--- src/rtl/stream_sel_mux_pkg.sv ---
// Shared selector/arbiter definitions: mode encodings and the index-width helper
// used by the stream select mux and its round-robin arbiter.
package stream_sel_mux_pkg;

    localparam int SEL_MODE_EXPLICIT = 0;
    localparam int SEL_MODE_RR       = 1;

    // Width needed to index n channels, never less than one bit.
    function automatic int clog2_min1(input int n);
        int r;
        r = 1;
        for (int i = 1; i < 31; i++) begin
            if ((32'sd1 << i) < n) begin
                r = i + 1;
            end else begin
                r = r;
            end
        end
        return r;
    endfunction

endpackage

--- src/rtl/stream_sel_mux_if.sv ---
// Handshake bundle of the N-channel stream selector: per-channel inputs,
// the registered output stream, and the select / error controls.
interface stream_sel_mux_if
    import stream_sel_mux_pkg::*;
#(
    parameter int WIDTH = 32,
    parameter int N     = 4
);
    localparam int SEL_W = clog2_min1(N);

    logic [N-1:0]       in_valid;
    logic [N*WIDTH-1:0] in_data;
    logic [N-1:0]       in_ready;
    logic [SEL_W-1:0]   sel;
    logic               out_valid;
    logic [WIDTH-1:0]   out_data;
    logic [SEL_W-1:0]   out_chan;
    logic               out_ready;
    logic               sel_err;
    logic               clr_err;

    modport master (
        output in_valid, in_data, sel, out_ready, clr_err,
        input  in_ready, out_valid, out_data, out_chan, sel_err
    );

    modport slave (
        input  in_valid, in_data, sel, out_ready, clr_err,
        output in_ready, out_valid, out_data, out_chan, sel_err
    );

endinterface

--- src/rtl/stream_sel_mux_rr_arbiter.sv ---
// Round-robin arbiter: grants the first requester after the last winner,
// wrapping modulo N; the pointer moves only when the caller strobes advance_i.
module rr_arbiter
    import stream_sel_mux_pkg::*;
#(
    parameter int  N     = 4,
    localparam int SEL_W = clog2_min1(N)
) (
    input  logic             clk,
    input  logic             rst_n,
    input  logic [N-1:0]     req_i,
    input  logic             advance_i,
    output logic [N-1:0]     grant_oh_o,
    output logic [SEL_W-1:0] grant_idx_o,
    output logic             grant_vld_o
);

    localparam logic [SEL_W-1:0] PTR_RST  = SEL_W'(N - 1);
    localparam logic [N-1:0]     ONE_HOT0 = {{(N - 1){1'b0}}, 1'b1};

    logic [SEL_W-1:0] ptr_q;
    logic [SEL_W-1:0] ptr_d;
    logic [SEL_W-1:0] hi_idx_s;
    logic [SEL_W-1:0] lo_idx_s;
    logic             hi_vld_s;
    logic             lo_vld_s;

    // Lowest requester above the pointer, else lowest requester overall (wrap).
    always_comb begin
        hi_idx_s = '0;
        lo_idx_s = '0;
        hi_vld_s = 1'b0;
        lo_vld_s = 1'b0;
        for (int i = N - 1; i >= 0; i--) begin
            if (req_i[i]) begin
                lo_idx_s = SEL_W'(i);
                lo_vld_s = 1'b1;
            end else begin
                lo_idx_s = lo_idx_s;
            end
            if (req_i[i] && (i > int'(ptr_q))) begin
                hi_idx_s = SEL_W'(i);
                hi_vld_s = 1'b1;
            end else begin
                hi_idx_s = hi_idx_s;
            end
        end
    end

    // Grant outputs and pointer next state.
    always_comb begin
        grant_vld_o = lo_vld_s;
        grant_idx_o = hi_vld_s ? hi_idx_s : lo_idx_s;
        grant_oh_o  = lo_vld_s ? (ONE_HOT0 << grant_idx_o) : '0;
        if (advance_i && lo_vld_s) begin
            ptr_d = grant_idx_o;
        end else begin
            ptr_d = ptr_q;
        end
    end

    // Pointer register; reset to N-1 so channel 0 wins first.
    always_ff @(posedge clk or negedge rst_n) begin
        if (!rst_n) begin
            ptr_q <= PTR_RST;
        end else begin
            ptr_q <= ptr_d;
        end
    end

endmodule

--- src/rtl/stream_sel_mux.sv ---
// N-channel registered stream selector with explicit-select or round-robin
// grant, a one-entry output register and a sticky illegal-select flag.
module stream_sel_mux
    import stream_sel_mux_pkg::*;
#(
    parameter int WIDTH = 32,
    parameter int N     = 4,
    parameter int MODE  = SEL_MODE_EXPLICIT
) (
    input logic             clk,
    input logic             rst_n,
    stream_sel_mux_if.slave bus
);

    localparam int           SEL_W    = clog2_min1(N);
    localparam logic [N-1:0] ONE_HOT0 = {{(N - 1){1'b0}}, 1'b1};

    logic             out_valid_q;
    logic             out_valid_d;
    logic [WIDTH-1:0] out_data_q;
    logic [WIDTH-1:0] out_data_d;
    logic [SEL_W-1:0] out_chan_q;
    logic [SEL_W-1:0] out_chan_d;
    logic             sel_err_q;
    logic             sel_err_d;

    logic             can_load_s;
    logic             grant_vld_s;
    logic [SEL_W-1:0] grant_idx_s;
    logic [N-1:0]     grant_oh_s;
    logic [N-1:0]     ready_s;
    logic             xfer_s;
    logic             sel_set_s;
    logic [WIDTH-1:0] load_data_s;

    generate
        if (MODE == SEL_MODE_RR) begin : g_rr
            logic unused_sel_s;

            rr_arbiter #(.N(N)) u_arb (
                .clk         (clk),
                .rst_n       (rst_n),
                .req_i       (bus.in_valid),
                .advance_i   (xfer_s),
                .grant_oh_o  (grant_oh_s),
                .grant_idx_o (grant_idx_s),
                .grant_vld_o (grant_vld_s)
            );

            assign unused_sel_s = ^bus.sel;
            assign sel_set_s    = 1'b0;
        end else begin : g_sel
            localparam logic [SEL_W:0] N_W = (SEL_W + 1)'(N);

            // Explicit select: grant follows sel whenever it names a real channel.
            always_comb begin
                grant_vld_s = ({1'b0, bus.sel} < N_W);
                grant_idx_s = bus.sel;
                grant_oh_s  = grant_vld_s ? (ONE_HOT0 << bus.sel) : '0;
                sel_set_s   = !grant_vld_s && (|bus.in_valid);
            end
        end
    endgenerate

    // Handshake: ready is held low during reset and while the output is stalled.
    always_comb begin
        can_load_s  = rst_n && (!out_valid_q || bus.out_ready);
        ready_s     = can_load_s ? grant_oh_s : '0;
        xfer_s      = |(bus.in_valid & ready_s);
        load_data_s = '0;
        for (int i = 0; i < N; i++) begin
            load_data_s = load_data_s | ({WIDTH{grant_oh_s[i]}} & bus.in_data[i*WIDTH +: WIDTH]);
        end
    end

    // Output register and sticky error next state; a set beats a same-cycle clear.
    always_comb begin
        out_valid_d = out_valid_q;
        out_data_d  = out_data_q;
        out_chan_d  = out_chan_q;
        if (xfer_s) begin
            out_valid_d = 1'b1;
            out_data_d  = load_data_s;
            out_chan_d  = grant_idx_s;
        end else if (bus.out_ready) begin
            out_valid_d = 1'b0;
        end else begin
            out_valid_d = out_valid_q;
        end
        if (sel_set_s) begin
            sel_err_d = 1'b1;
        end else if (bus.clr_err) begin
            sel_err_d = 1'b0;
        end else begin
            sel_err_d = sel_err_q;
        end
    end

    // State registers.
    always_ff @(posedge clk or negedge rst_n) begin
        if (!rst_n) begin
            out_valid_q <= 1'b0;
            out_data_q  <= '0;
            out_chan_q  <= '0;
            sel_err_q   <= 1'b0;
        end else begin
            out_valid_q <= out_valid_d;
            out_data_q  <= out_data_d;
            out_chan_q  <= out_chan_d;
            sel_err_q   <= sel_err_d;
        end
    end

    assign bus.in_ready  = ready_s;
    assign bus.out_valid = out_valid_q;
    assign bus.out_data  = out_data_q;
    assign bus.out_chan  = out_chan_q;
    assign bus.sel_err   = sel_err_q;

endmodule

--- src/flat_wrapper.sv ---
// flat-port wrapper written by rule: the top's interface ports become plain ports
module stream_sel_mux_flat import stream_sel_mux_pkg::*;
#(
    parameter int WIDTH = 32,
    parameter int N     = 4,
    parameter int MODE  = SEL_MODE_EXPLICIT
)
  (clk, rst_n, bus_in_valid, bus_in_data, bus_sel, bus_out_ready, bus_clr_err, bus_in_ready, bus_out_valid, bus_out_data, bus_out_chan, bus_sel_err);
  stream_sel_mux_if #(.WIDTH(WIDTH), .N(N)) bus_i ();
  input logic clk;
  input logic rst_n;
  input wire logic [$bits(bus_i.in_valid)-1:0] bus_in_valid;
  input wire logic [$bits(bus_i.in_data)-1:0] bus_in_data;
  input wire logic [$bits(bus_i.sel)-1:0] bus_sel;
  input wire logic [$bits(bus_i.out_ready)-1:0] bus_out_ready;
  input wire logic [$bits(bus_i.clr_err)-1:0] bus_clr_err;
  output wire logic [$bits(bus_i.in_ready)-1:0] bus_in_ready;
  output wire logic [$bits(bus_i.out_valid)-1:0] bus_out_valid;
  output wire logic [$bits(bus_i.out_data)-1:0] bus_out_data;
  output wire logic [$bits(bus_i.out_chan)-1:0] bus_out_chan;
  output wire logic [$bits(bus_i.sel_err)-1:0] bus_sel_err;
  assign bus_i.in_valid = bus_in_valid;
  assign bus_i.in_data = bus_in_data;
  assign bus_i.sel = bus_sel;
  assign bus_i.out_ready = bus_out_ready;
  assign bus_i.clr_err = bus_clr_err;
  assign bus_in_ready = bus_i.in_ready;
  assign bus_out_valid = bus_i.out_valid;
  assign bus_out_data = bus_i.out_data;
  assign bus_out_chan = bus_i.out_chan;
  assign bus_sel_err = bus_i.sel_err;
  stream_sel_mux #(.WIDTH(WIDTH), .N(N), .MODE(MODE)) u_core (.clk(clk), .rst_n(rst_n), .bus(bus_i));
endmodule
--- config.mk ---
export PLATFORM = sky130hd
export DESIGN_NAME = stream_sel_mux_flat
export DESIGN_NICKNAME = d
export VERILOG_FILES = /design/src/rtl/stream_sel_mux_pkg.sv /design/src/rtl/stream_sel_mux_if.sv /design/src/rtl/stream_sel_mux_rr_arbiter.sv /design/src/rtl/stream_sel_mux.sv /design/src/flat_wrapper.sv
export SDC_FILE = /design/constraint.sdc
export NUM_CORES = 1
export LEC_CHECK = 0
export CAP_MARGIN = 20
export CORE_UTILIZATION = 37
export CTS_BUF_LIST = sky130_fd_sc_hd__clkbuf_8
export CTS_CLUSTER_DIAMETER = 60
export DETAILED_ROUTE_END_ITERATION = 8
export PLACE_DENSITY = 0.95
export RECOVER_POWER = 25
export REMOVE_ABC_BUFFERS = 1
export SYNTH_ARGS = -nofsm -noshare
export SYNTH_HDL_FRONTEND = slang
export SYNTH_SLANG_ARGS = --single-unit
export TNS_END_PERCENT = 100
--- constraint.sdc ---
create_clock -name clk -period 3.1 [get_ports clk]
set_clock_uncertainty 0.15 [all_clocks]
set_input_delay 0.62 -clock clk [delete_from_list [all_inputs] [get_ports clk]]
set_output_delay 0.62 -clock clk [all_outputs]
set_load 0.05 [all_outputs]
==> qor.csv <==
metric,value,unit
synth-main-ff-cell,dfrtp_1,
fin_util,73.12,%
cp-end-kind,output pin,
drc,0,
synth_edf_count,0,
gp_congestion,0.7052,
synthDominantCellAreaShare,39.46,%
cp.arrival,2.08,ns
tightest_slew,0.8547,ns
tritoncts,built,
row_count,27,
setup_violations,0,
ys_seq_area_share,39.46,%
num_vias,1963,
antenna_left,0,
synthTopCellsByArea,"dfrtp_1, mux4_2, mux2_2",
power_frac_seq,29.8,%
outcome,"finished, final reports clean",
fin_tns_setup,0,ns
peakVddDrop,271.8,uV
post-route-min-period,2.849,ns
path_clk_slew,0.07,ns
port_buffers,175,
synthCells,129,
dp_hpwl,5600,um
ys_seq_elements,35,
switching_share,40.05,%
critPathLaunchType,input port,
grt_use_total,21.35,%
finalWirelength,6542,um
clock_path_buffers,2,
rsz0062_at_grt,false,
ctsRootBufferMaster,clkbuf_8,
n_fill_cell,388,
io_pins,178,
switchingPower,0.0008689,W
hold_viol,0,
cts_resized,0,
die_w,79.46,um
grt_pass1_vias,2173,
clock_latency,0.27,ns
async_flop_share,100.0,%
synth.yosys.warnings,0,
die_h,79.46,um
grt_max_degree,35,
core_area,0.005642,mm^2
post_cts_buffers,0,
maxSlewViolCount,0,
synth_common_cells,"dfrtp_1, mux2_2, mux4_2",
final_nets,444,
firstDrtPassIters,4,
maxSlewHeadroom,43.02,%
cp.required,2.33,ns
area_delta_synth_final,85.85,%
n_antenna_cell,0,
p_leak,1.611,nW
crit_type,in -> out,
h-tree-depth,2,
antenna_found_initial,0,
clockPowerShare,14.8,%
grt.overflow.total,0,
syn_area,0.002220,mm^2
fmax,0.3510,GHz
pwr-share-comb,55.4,%
cts_made_buffers,5,
initial_core_util,39.34,%
hp-class,in -> async,
viasPerCell,5.193,
postCtsHoldBufs,0,
max-cap-violations,0,
period_share,91.91,%
final_layout_size_suffix_gt1_share,26.80,%
avgSynthCellArea,17.21,um^2
ys_types,19,
first_iter_violations,30,
grt_pass1_wl,10070,um
yosys.area.top_type,dfrtp_1,
cts_sinks,35,
p_int,0.001301,W
routedWlPerCell,17.31,um
worstPathMaxFanout,6,
whs,0.2998,ns
dieArea,0.006313,mm^2
powerDensity,525.9,mW/mm^2
## metal layers
layer	vias to the layer above	GRT usage, %	share of wire [%]
met4	0	6.182	1.7
met1	951	20.80	31
met5	-	0	0
met3	9	7.886	13
met2	123	41.20	54
li1	880	-	-
## worst max-delay path, cell delays in order
cell and delay, ns:
clkdlybuf4s50_1 0.44, nand2b_1 0.29, nand2_1 0.15, nor3_1 0.37, buf_12 0.20
## area by class of cell
| cell class | instances | area, um^2 | area share [%] |
|---|---|---|---|
| inverters | 1 | 3.754 | 0.09099 |
| flip-flops and latches | 35 | 875.8 | 21.23 |
| repair buffers | 182 | 1824 | 44.22 |
| multi-input cells | 81 | 1244 | 30.15 |
| clock inverters | 1 | 5.005 | 0.1213 |
| well taps | 72 | 90.09 | 2.184 |
| clock buffers | 6 | 82.58 | 2.002 |
## cell usage in the layout, fill, tap and decap left out
cell type and n:
clkinv_2 1, nand2_1 2, nor2_1 2, a22o_1 1, buf_2 2, buf_4 6, mux2_2 35, inv_1 1
clkdlybuf4s50_1 168, nand2b_1 1, buf_12 4, conb_1 1, nand3_1 2, nor3_1 2, mux4_2 26, clkbuf_1 2
mux4_1 7, nand3_4 1, dfrtp_1 35, a31o_2 1, clkbuf_8 6
## metrics by stage
step           total power [W]  setup slack, ns  std cells  instance area [um^2]
2_1_floorplan         0.001337           0.3471        117                  2123
3_3_place_gp          0.001839           0.3990        371                  4043
3_5_place_dp          0.001870           0.2669        371                  4043
4_1_cts               0.002199           0.2673        378                  4130
5_1_grt               0.002268           0.2111        378                  4125
6_report              0.002169           0.2507        378                  4125
## sequential cells by signal (all words and copies together) (netlist names)
signal	count
u_core.bus.out_data	32
u_core.bus.out_chan	2
u_core.bus.out_valid	1
## final timing paths
kind                                                    start                                  end  slack [ns]  cells after the start
setup / recovery                                bus_out_ready                      bus_in_ready[1]        0.25                      5
hold / removal                                          rst_n  u_core.bus.out_data[24]$_DFFE_PN0P_        0.30                      2
setup reg to reg             u_core.bus.out_valid$_DFFE_PN0P_  u_core.bus.out_data[14]$_DFFE_PN0P_        1.29                      3
hold reg to reg            u_core.bus.out_data[6]$_DFFE_PN0P_   u_core.bus.out_data[6]$_DFFE_PN0P_        0.35                      1
max in group asynchronous                               rst_n  u_core.bus.out_data[19]$_DFFE_PN0P_        1.78                      2
min in group clk           u_core.bus.out_data[6]$_DFFE_PN0P_   u_core.bus.out_data[6]$_DFFE_PN0P_        0.35                      1
## power by group through the flow
stage	Sequential, W	Clock [W]	Combinational (W)
floorplan	0.00111	0	0.000226
global placement	0.000646	0	0.00119
detailed placement	0.000658	0	0.00121
CTS	0.000649	0.000336	0.00121
global route	0.000665	0.000355	0.00125
finish	0.000647	0.000322	0.00120
## cell families after synthesis
group | Yosys count | share of synthesized area, %
AOI/OAI and AO/OA | 2 | 0.7893
muxes | 68 | 52.42
other | 1 | 0.1689
and+or+nand+nor | 10 | 2.650
buffers and inverters | 13 | 4.509
DFF | 35 | 39.46
(Power assumes the default switching activity.)
